$ cat src/rtl/round_robin_arbiter.sv
// Round-robin / fixed-priority arbiter that holds each grant until the owner's last beat.
// On a last beat it re-arbitrates in the same cycle, so back-to-back grants have no bubble cycle.
module round_robin_arbiter #(
    parameter int WIDTH = 32,
    localparam int WIDTH_LOG = $clog2(WIDTH)
) (
    input  logic                 clk,
    input  logic                 rst_n,
    input  logic                 cfg_mod,
    input  logic [WIDTH_LOG-1:0] cfg_pri,
    input  logic [WIDTH-1:0]     req,
    output logic [WIDTH-1:0]     gnt,
    output logic [WIDTH_LOG-1:0] gnt_idx,
    output logic                 gnt_vld,
    input  logic                 gnt_rdy,
    input  logic                 gnt_lst,
    output logic [WIDTH_LOG-1:0] ptr
);

    localparam logic [0:0] IDLE = 1'b0;
    localparam logic [0:0] BUSY = 1'b1;

    logic [0:0]           state_q,   state_d;
    logic [WIDTH-1:0]     gnt_q,     gnt_d;
    logic [WIDTH_LOG-1:0] gnt_idx_q, gnt_idx_d;
    logic                 gnt_vld_q, gnt_vld_d;
    logic [WIDTH_LOG-1:0] ptr_q,     ptr_d;

    logic                 last_beat;
    logic [WIDTH_LOG-1:0] next_ptr;
    logic [WIDTH_LOG-1:0] search_start;
    logic                 win_found;
    logic [WIDTH_LOG-1:0] win_idx;
    logic [WIDTH-1:0]     win_onehot;

    assign last_beat = (state_q == BUSY) && gnt_vld_q && gnt_rdy && gnt_lst;
    assign next_ptr  = gnt_idx_q + WIDTH_LOG'(1);

    // On a last beat the new pointer is not yet registered, so search from gnt_idx+1 directly.
    always_comb begin
        if (cfg_mod) begin
            search_start = cfg_pri;
        end else if (state_q == BUSY) begin
            search_start = next_ptr;
        end else begin
            search_start = ptr_q;
        end
    end

    always_comb begin
        logic [WIDTH_LOG-1:0] cand;
        cand      = '0;
        win_found = 1'b0;
        win_idx   = '0;
        for (int unsigned i = 0; i < WIDTH; i++) begin
            cand = search_start + WIDTH_LOG'(i);
            if (!win_found && req[cand]) begin
                win_found = 1'b1;
                win_idx   = cand;
            end
        end
    end

    always_comb begin
        win_onehot          = '0;
        win_onehot[win_idx] = 1'b1;
    end

    always_comb begin
        state_d   = state_q;
        gnt_d     = gnt_q;
        gnt_idx_d = gnt_idx_q;
        gnt_vld_d = gnt_vld_q;
        ptr_d     = ptr_q;
        case (state_q)
            IDLE: begin
                gnt_d     = '0;
                gnt_vld_d = 1'b0;
                if (win_found) begin
                    state_d   = BUSY;
                    gnt_d     = win_onehot;
                    gnt_idx_d = win_idx;
                    gnt_vld_d = 1'b1;
                end
            end
            BUSY: begin
                if (last_beat) begin
                    ptr_d = next_ptr;
                    if (win_found) begin
                        gnt_d     = win_onehot;
                        gnt_idx_d = win_idx;
                        gnt_vld_d = 1'b1;
                    end else begin
                        state_d   = IDLE;
                        gnt_d     = '0;
                        gnt_vld_d = 1'b0;
                    end
                end
            end
            default: begin
                state_d   = IDLE;
                gnt_d     = '0;
                gnt_vld_d = 1'b0;
            end
        endcase
    end

    always_ff @(posedge clk or negedge rst_n) begin
        if (!rst_n) begin
            state_q   <= IDLE;
            gnt_q     <= '0;
            gnt_idx_q <= '0;
            gnt_vld_q <= 1'b0;
            ptr_q     <= '0;
        end else begin
            state_q   <= state_d;
            gnt_q     <= gnt_d;
            gnt_idx_q <= gnt_idx_d;
            gnt_vld_q <= gnt_vld_d;
            ptr_q     <= ptr_d;
        end
    end

    assign gnt     = gnt_q;
    assign gnt_idx = gnt_idx_q;
    assign gnt_vld = gnt_vld_q;
    assign ptr     = ptr_q;

endmodule

$ cat config.mk
export PLATFORM = sky130hd
export DESIGN_NAME = round_robin_arbiter
export DESIGN_NICKNAME = d
export VERILOG_FILES = /design/src/rtl/round_robin_arbiter.sv
export SDC_FILE = /design/constraint.sdc
export NUM_CORES = 1
export LEC_CHECK = 0
export ABC_AREA = 1
export BUFFER_PORTS_ARGS = -buffer_cell sky130_fd_sc_hd__buf_2
export CORE_ASPECT_RATIO = 0.7
export CORE_UTILIZATION = 45
export CTS_CLUSTER_SIZE = 16
export DETAILED_ROUTE_END_ITERATION = 12
export SYNTH_ARGS = -nofsm -noshare
export SYNTH_HDL_FRONTEND = slang
export SYNTH_SLANG_ARGS = --single-unit
$ cat constraint.sdc
create_clock -name clk -period 6.05 [get_ports clk]
set_input_delay 0.605 -clock clk [delete_from_list [all_inputs] [get_ports clk]]
set_output_delay 0.605 -clock clk [all_outputs]
set_load 0.02 [all_outputs]
* Word-level counts from Yosys, hierarchy flattened
Cells that the tools add are included.
Word-level totals: register bits 44, bits of input ports 42, output and inout bits 43, logic and storage cells 283
Cells by class: bitwise gates (word level) 1, equality and inequality tests 1, add/sub/neg operators 32, reduce and logical (&&, ||, !) cells 67, multiplexer cells 143, $lt $le $gt $ge 34
Operator list (count):
- less-than comparator 5 x 6 -> 1 bit (second input constant) | 33
- 2-to-1 mux 5 bit | 36
- binary-select mux 1 bit (select 5 bit) | 32
- adder 5 bit (second input constant) | 16
- 2-to-1 mux 1 bit | 68
- 2-to-1 mux 32 bit | 2
- case mux 32 bit (2 select lines) | 1
- adder 5 x 4 -> 5 bit (second input constant) | 8
- logical AND 1 bit | 35
- logical NOT 1 bit | 31
- adder 5 x 3 -> 5 bit (second input constant) | 4
- adder 5 x 1 -> 5 bit (second input constant) | 2
- adder 5 x 2 -> 5 bit (second input constant) | 2
- case mux 5 bit (2 select lines) | 1
- demux 1 bit (select 5 bit) | 1
- >= comparator 5 x 1 -> 1 bit (second input constant) | 1
- case mux 1 bit (2 select lines) | 2
- inequality test 2 x 1 -> 1 bit (second input constant) | 1
- AND reduction 2 bit | 1
- inverter 1 bit | 1

* Longest topological paths before layout
Gate-level depths: netlist of the first run.
depth in word-level cells 106, gate-level depth with buffers 45, depth with buffers taken out 44

* Worst setup path before layout of the first run
OpenSTA, ideal clock, no wires.
kind reg-to-reg, start point register gnt_idx_q[0], in the netlist gnt_idx[0], end point register gnt_q[11], in the netlist gnt[11], period minus slack after synthesis 5599 ps, stages on the path, launching flop included 38, path slack 451 ps, path buffers 6, setup time 116 ps, required time 5934 ps, arrival 5483 ps, path through dfrtp_1 > ha_1 > nand2_1 > nand3_1 > o21ai_1 > buf_2 > buf_4 > buf_2 > ha_1 > clkbuf_1 > inv_1 > clkbuf_1 > a31oi_1 > nand2_1 > nand3_1 > nand2_1 > nand4_4 > nor2_4 > [... 2 more ...] > nand4_2 > nor2_4 > nand4_4 > nor2_8 > nand4_4 > nor2_4 > nand3_2 > nor2_4 > nand3_4 > nor2_4 > nand2_1 > nor2_2 > nor2_2 > nand3_4 > nor2b_4 > buf_6 > nand2_1 > nand2_1
On the way: longest elaborated chain between the ends 106, elaborated cells on any way between the ends 232, those cells by class 32 x add/sub; 2 x order compare; 135 x mux; 63 x reduce/logical
Ends and longest elaborated chain:
- from (decl) | RTL line 25 | logic [WIDTH_LOG-1:0] gnt_idx_q, gnt_idx_d;
- from (signal assigned) | RTL line 118 | gnt_idx_q <= gnt_idx_d;
- adder 5 x 1 -> 5 bit (*) | RTL line 37 | assign next_ptr = gnt_idx_q + WIDTH_LOG'(1);
- via next_ptr[1] | RTL line 30 | logic [WIDTH_LOG-1:0] next_ptr;
- 2-to-1 mux 5 bit (*) | RTL line 43 | end else if (state_q == BUSY) begin
- 2-to-1 mux 5 bit (*) | RTL line 41 | if (cfg_mod) begin
- parallel branches: the longest is 100 deep, another holds adder 5 x 1 -> 5 bit
- 2-to-1 mux 32 bit (*) | RTL line 79, 89
- 2-to-1 mux 32 bit | RTL line 87 | if (last_beat) begin
- case mux 32 bit (2 select lines) (*) | RTL line 75 | case (state_q)
- to (signal assigned) | RTL line 117 | gnt_q <= gnt_d;
- to (decl) | RTL line 24 | logic [WIDTH-1:0] gnt_q, gnt_d;
Mark *: on every way through the listed nets, which the timed path passes. The select of a mux whose other input is x is not followed. A chain may end at the register's enable or synchronous reset.

* Worst setup path in the final report of the first run
start point register gnt_idx_q[1], in the netlist gnt_idx[1], end point register gnt_q[29], in the netlist gnt[29]
On the way: longest elaborated chain between the ends 106, elaborated cells on any way between the ends 232, those cells by class 32 x add/sub; 2 x order compare; 135 x mux; 63 x reduce/logical
Ends and longest elaborated chain (RTL line):
- adder 5 x 1 -> 5 bit (*) | 37
- 2-to-1 mux 5 bit (*) | 43
- 2-to-1 mux 5 bit (*) | 41
- parallel branches: the longest is 100 deep, another holds adder 5 x 1 -> 5 bit
- 2-to-1 mux 32 bit (*) | 79, 89
- 2-to-1 mux 32 bit | 87
- case mux 32 bit (2 select lines) (*) | 75
Every way passes the cells marked *. The select of a mux whose other input is x is not followed.

==> results.md, run 1 <==
* DIE WIDTH at 148.6 um
* Worst Hold Class: input port to asynchronous set/reset pin
* Initial Util at 0.4615
* Leak at 0.004503 uW
* Max VDD drop at 0.0001312 V
* P&R area growth vs syn at 17.07%
* Pre-CTS setup slack at -0.002540 ns
* Num ports at 85
* CTS Buf Count at 5
* Die area at 15550 sq um
* Worst Setup SP: gnt_idx[1]
* Max_cap viols at 0
* First DRT Iteration DRCs at 997
* Slowest stage delay, CP at 0.64 ns
* Syn avg cell area at 5.556 sq um
* Final WS setup at 0.3252 ns
* Most common cell on crit path: nand2_1
* Outcome: complete, no violations
* # nets final at 1387
* Register-to-Register Path Depth at 32
* Max Root-Sink Buffers at 2
* Post-Syn Instances at 1219
* Worst EP required at 6.28 ns
* Worst Setup End Kind: flop
* Port bufs at 84
* Antenna cell count at 0
* Main synth FF type: dfrtp_1
* Final setup TNS at 0 ns
* Top cells by area, synth: nand2_1, dfrtp_1, nand3_1
* CP max FO at 18
* Synth warnings at 0
* Yosys reg bits at 44
* Reg2reg setup slack at 0.33 ns
* Post-synthesis net count at 1274
* Synth Cell Area at 6773 sq um
* FFs w/ async S/R, synth at 1.000
* HPWL after DPL at 22590 um
* Final WL at 27670 um
* Routed Antenna Nets at 0
* Worst setup path category: flop to flop
* Core ar. at 14680 sq um
* First-pass GRT wire length at 42680 um
* Fmax at 174.7 MHz
* Endpoints failing setup at 0
* # clock sinks at 44
* DRC viols at 0
* Initial antenna violation count at 0
* DP Cell Count at 1519
* Post-synth EDFFs at 0
* Vias in the first global route at 7622
* Root buffer cell: clkbuf_16
* Top-count cell post-synth: nand2_1
* Startpoint types: flop
* Share of the synthesized area in the top cell type at 0.2616
* GRT Util Overall at 0.3615
* Drt first pass iters at 6
* Share of cells above drive strength 1 at 0.1772
* Total global routing overflow at 0
* Largest net degree at the start of global routing at 45
* Critical Path Sink: gnt[29]
* Yosys top cell by area: nand2_1
* Hold Fails Final Rpt at 0
* Site Rows at 37
* Reg2reg end: gnt[29]
* Period Utilization, post-route at 0.9462
* Slew HR at 0.3504
* Reg clk slew, reported paths at 0.06 ns
* CTS tree: done
* Synth top cells by count: nand2_1, nand3_1, inv_1
* Crit path arrival time at 5.95 ns
* Register area share after synthesis at 0.1626
* Count of cell types in the netlist at 48
* Power per cell area at 183.8 nW/um^2
* Layout filler cell count at 1574
* Clock skew at 0.006728 ns
* Clk_lat worst skew at 0.29 ns
* R2r startpoint: gnt_idx[1]
* Slowest-stage cell, CP: o21ai_0
* Via count at 8480
* DIE HEIGHT at 104.6 um
* Worst Max-Slew Pin Slew at 0.9744 ns
* Final GP Congestion at 1.068
* H-tree levels at 2
* Fin crit period at 5.725 ns
* Non-filler cells, final at 1527
* WL/cell at 18.12 um
* Fin. max-slew vios at 0
* Via density per instance at 5.553
through the flow:
step / power, uW / instance area, sq um / utilization / hold WS (ns)
floorplan: 807.6 / 6773 / - / 0.3094
global placement: 1066 / 7626 / 0.5197 / 0.4597
detailed placement: 1061 / 7626 / 0.5197 / 0.4597
CTS: 1412 / 7811 / 0.5323 / 0.4772
global route: 1553 / 7929 / 0.5403 / 0.4898
finish: 1457 / 7929 / 0.5403 / 0.4667
worst min-delay path by stage:
stage / startpoint / endpoint / slack [ns] / cells past startpoint
2_1_floorplan: rst_n / gnt[0] / 0.31 / 0
3_3_place_gp: gnt[3] / gnt[3] / 0.46 / 2
3_5_place_dp: gnt[7] / gnt[7] / 0.46 / 2
4_1_cts: gnt[3] / gnt[3] / 0.48 / 2
5_1_grt: gnt[3] / gnt[3] / 0.49 / 2
6_report: rst_n / gnt[14] / 0.47 / 1
layout make-up:
cell class / instances / area [sq um] / area share
clock inverters: 2 / 60.06 / 0.007575
clock buffers: 5 / 125.1 / 0.01578
flip-flops and latches: 44 / 1102 / 0.1390
repair buffers: 142 / 859.6 / 0.1084
inverters: 135 / 519.2 / 0.06549
well taps: 195 / 244.0 / 0.03077
multi-input cells: 1004 / 5019 / 0.6329
kinds of logic after synthesis:
logic type / count (synthesis) / share of synthesized area
compound gates: 79 / 0.06780
buf+inv: 171 / 0.1110
xor+xnor: 17 / 0.02198
flops: 44 / 0.1626
mux: 1 / 0.001478
fa+ha+maj: 13 / 0.02402
simple gates: 894 / 0.6111
state kept, by name, summed over array words and instances, names as in the netlist:
name / flops
gnt: 32
state_q: 1
gnt_idx: 5
ptr: 5
gnt_vld: 1
layer usage:
layer,global-route usage,vias to the layer above,routed length (um)
met5,0,-,0
met4,0.07585,0,405
met3,0.1454,33,3815
met2,0.4630,421,10390
met1,0.5462,3848,13050
li1,-,4178,-
layout by cell type, fill, tap and decap left out, types with 3 or more instances in the layout:
| master | instances |
|---|---|
| nand2_1 | 464 |
| nand3_1 | 216 |
| inv_1 | 125 |
| nor2_1 | 90 |
| buf_2 | 84 |
| buf_4 | 57 |
| dfrtp_1 | 43 |
| nand4_1 | 38 |
| o21ai_0 | 30 |
| nand2_2 | 19 |
| a21oi_1 | 12 |
| nor2_4 | 12 |
| ha_1 | 12 |
| a31oi_1 | 11 |
| nor2_2 | 11 |
| xor2_1 | 9 |
| o21ai_1 | 8 |
| nor3_1 | 8 |
| nand3_2 | 7 |
| xnor2_1 | 7 |
| inv_2 | 6 |
| nand3b_1 | 5 |
| nand4_4 | 5 |
| clkbuf_16 | 5 |
| nand2_4 | 4 |
| a21o_1 | 4 |
| o21ai_2 | 3 |
| nand3_4 | 3 |
| o21a_1 | 3 |
critical path, delay by kind of cell, from the launching register on:
| kind | cells | cell delay [ns] |
|---|---|---|
| compound gates | 2 | 0.81 |
| fa+ha+maj | 2 | 0.37 |
| flops | 1 | 0.45 |
| simple gates | 22 | 2.86 |
| xor+xnor | 1 | 0.25 |
| buf+inv | 5 | 0.91 |
timing repair:
| action | in CTS | in global routing |
|---|---|---|
| gates resized for setup | 0 | 34 |
| setup endpoints to repair | 0 | 38 |
| hold buffers | 0 | 0 |
| setup buffers | 0 | 1 |
where the power goes:
group | total [uW] | switching, uW | internal [uW]
Sequential | 294 | 0 | 294
Clock | 346 | 112 | 234
Combinational | 817 | 591 | 225
Note: power is estimated with default switching activity, not from simulation.
==> run 2: changes to the inputs <==
Settings changed: REMOVE_ABC_BUFFERS from default to 1.
==> results.md, run 2 (same netlist as run 1, synthesis figures left out) <==
* First DRT Iteration DRCs at 990
* Antenna cell count at 0
* Clock skew at 0.005055 ns
* R2r startpoint: gnt_idx[0]
* Vias in the first global route at 7295
* Worst Hold Class: input port to asynchronous set/reset pin
* Total global routing overflow at 0
* # clock sinks at 44
* Logic pwr share at 0.573
* Failing checks: design-rule violations
* Sw Ratio at 0.4904
* Family with the most delay on the worst path: simple AND/OR/NAND/NOR gates
* Psw at 691.6 uW
* HPWL after DPL at 21840 um
* Startpoint types: flop
* Site Rows at 37
* Period Utilization, post-route at 0.9309
* Fmax at 177.6 MHz
* Endpoints failing setup at 0
* Most common cell on crit path: nor2_4
* CP max FO at 8
* Max VDD drop at 0.0001243 V
* Outcome: finished with violations
* Commonest non-fill, non-tap cells in the layout: nand2_1, nand3_1, inv_1
* WL/cell at 17.50 um
* GRT Util Overall at 0.3477
* Clk_lat worst skew at 0.29 ns
* Fin crit period at 5.632 ns
* Final WL at 26900 um
* Initial Util at 0.4615
* Multi-input logic area at 4984 sq um
* H-tree levels at 2
* Slowest-stage cell, CP: dfrtp_2
* Reg clk slew, reported paths at 0.06 ns
* First-pass GRT wire length at 41210 um
* Post-layout util at 0.5433
* Worst Max-Slew Pin Slew at 0.9600 ns
* Slew HR at 0.3600
* Hold slack at 0.4580 ns
* Max Root-Sink Buffers at 2
* Hold Fails Final Rpt at 0
* Largest net degree at the start of global routing at 45
* Worst EP required at 6.28 ns
* CTS Buf Count at 5
* Crit path arrival time at 5.86 ns
* Core ar. at 14680 sq um
* Most common cell after layout, fill and taps aside: nand2_1
* Buf/Inv on CP at 2
* Power per cell area at 176.9 nW/um^2
* Routed Antenna Nets at 0
* Via density per instance at 5.551
* Share of cells above drive strength 1 at 0.1781
* DIE WIDTH at 148.6 um
* DRC viols at 2
* Sequential share of power at 0.209
* # nets final at 1396
* Layout filler cell count at 1568
* Max_cap viols at 0
* Slowest stage delay, CP at 0.43 ns
* Drt first pass iters at 10
* Worst Setup End Kind: flop
* Reg2reg setup slack at 0.42 ns
* Via count at 8532
* Reg2reg end: gnt[2]
* Root buffer cell: clkbuf_16
* Seq. cell area at 1105 sq um
* Leak at 0.004554 uW
* Fin. max-slew vios at 0
* Die area at 15550 sq um
* Int Power at 718.7 uW
* Port bufs at 84
* DIE HEIGHT at 104.6 um
* Initial antenna violation count at 0
* Final GP Congestion at 1.057
* Final setup TNS at 0 ns
* RSZ-0062 raised after global routing: false
* Register-to-Register Path Depth at 35
* Worst setup path category: flop to flop
* P&R area growth vs syn at 17.72%
* CTS tree: done
* Num ports at 85
* Clock share of power at 0.218
* Largest register FFs at 32
==> run 2: cell count changes in the layout (fill, tap and decap cells not counted), moves of 3 or more <==
cell | previous run | this run
buf_12 | 0 | 3
nor2_4 | 12 | 9
buf_4 | 57 | 63
nand2_2 | 19 | 15
nand2_1 | 464 | 467
==> run 2: routing by layer <==
metal  vias to the layer above  GRT usage  part of all wire
li1                       4209          -                 -
met1                      3844     0.5558              0.49
met2                       446     0.4583              0.37
met3                        33    0.08952              0.12
met4                         0    0.04566             0.012
met5                         -          0                 0
==> run 2: worst register-to-register path, delay by kind of cell, from the launching register on <==
kind,cells,cell delay (ns)
adders and majority gates,2,0.63
buffers and inverters,2,0.39
DFF,1,0.43
and+or+nand+nor,31,4.13
==> run 2: worst max-delay path by stage <==
stage                           from      end  depth (start not counted)
after global placement       cfg_mod   gnt[3]                         32
after detailed placement     cfg_mod   gnt[3]                         33
after CTS                 gnt_idx[0]   gnt[3]                         34
final                     gnt_idx[0]   gnt[2]                         35
after floorplan           cfg_pri[0]  gnt[10]                         31
after global routing      gnt_idx[1]   gnt[2]                         36
==> run 2: cell type report <==
class,count,share of cell area
Multi-Input combinational cell,1004,0.6251
Sequential cell,44,0.1386
Timing Repair Buffer,151,0.1210
Inverter,135,0.06419
Tap cell,195,0.03060
Clock buffer,6,0.01616
Clock inverter,2,0.004394
==> run 2: stage by stage <==
step / instances / area, sq um / setup slack (ns) / power, uW
3_3_place_gp: 1517 / 7636 / 0.3181 / 1062
5_1_grt: 1537 / 7973 / 0.008165 / 1498
2_1_floorplan: 1183 / 6530 / 0.1516 / 792.3
6_report: 1537 / 7973 / 0.4178 / 1410
3_5_place_dp: 1517 / 7636 / 0.3356 / 1063
4_1_cts: 1525 / 7800 / 0.3519 / 1368
==> run 2: what timing repair did <==
action,CTS,global route
endpoints found under the setup margin,0,34
hold buffers,0,0
hold endpoints to repair,0,0
setup buffers,0,12
resized for setup,0,25
==> run 2: power by group through the flow <==
stage          sequential, uW  combinational, uW  clock (uW)
2_1_floorplan             300                493           0
5_1_grt                   294                878         325
3_5_place_dp              300                763           0
6_report                  294                809         307
3_3_place_gp              300                763           0
4_1_cts                   294                765         309
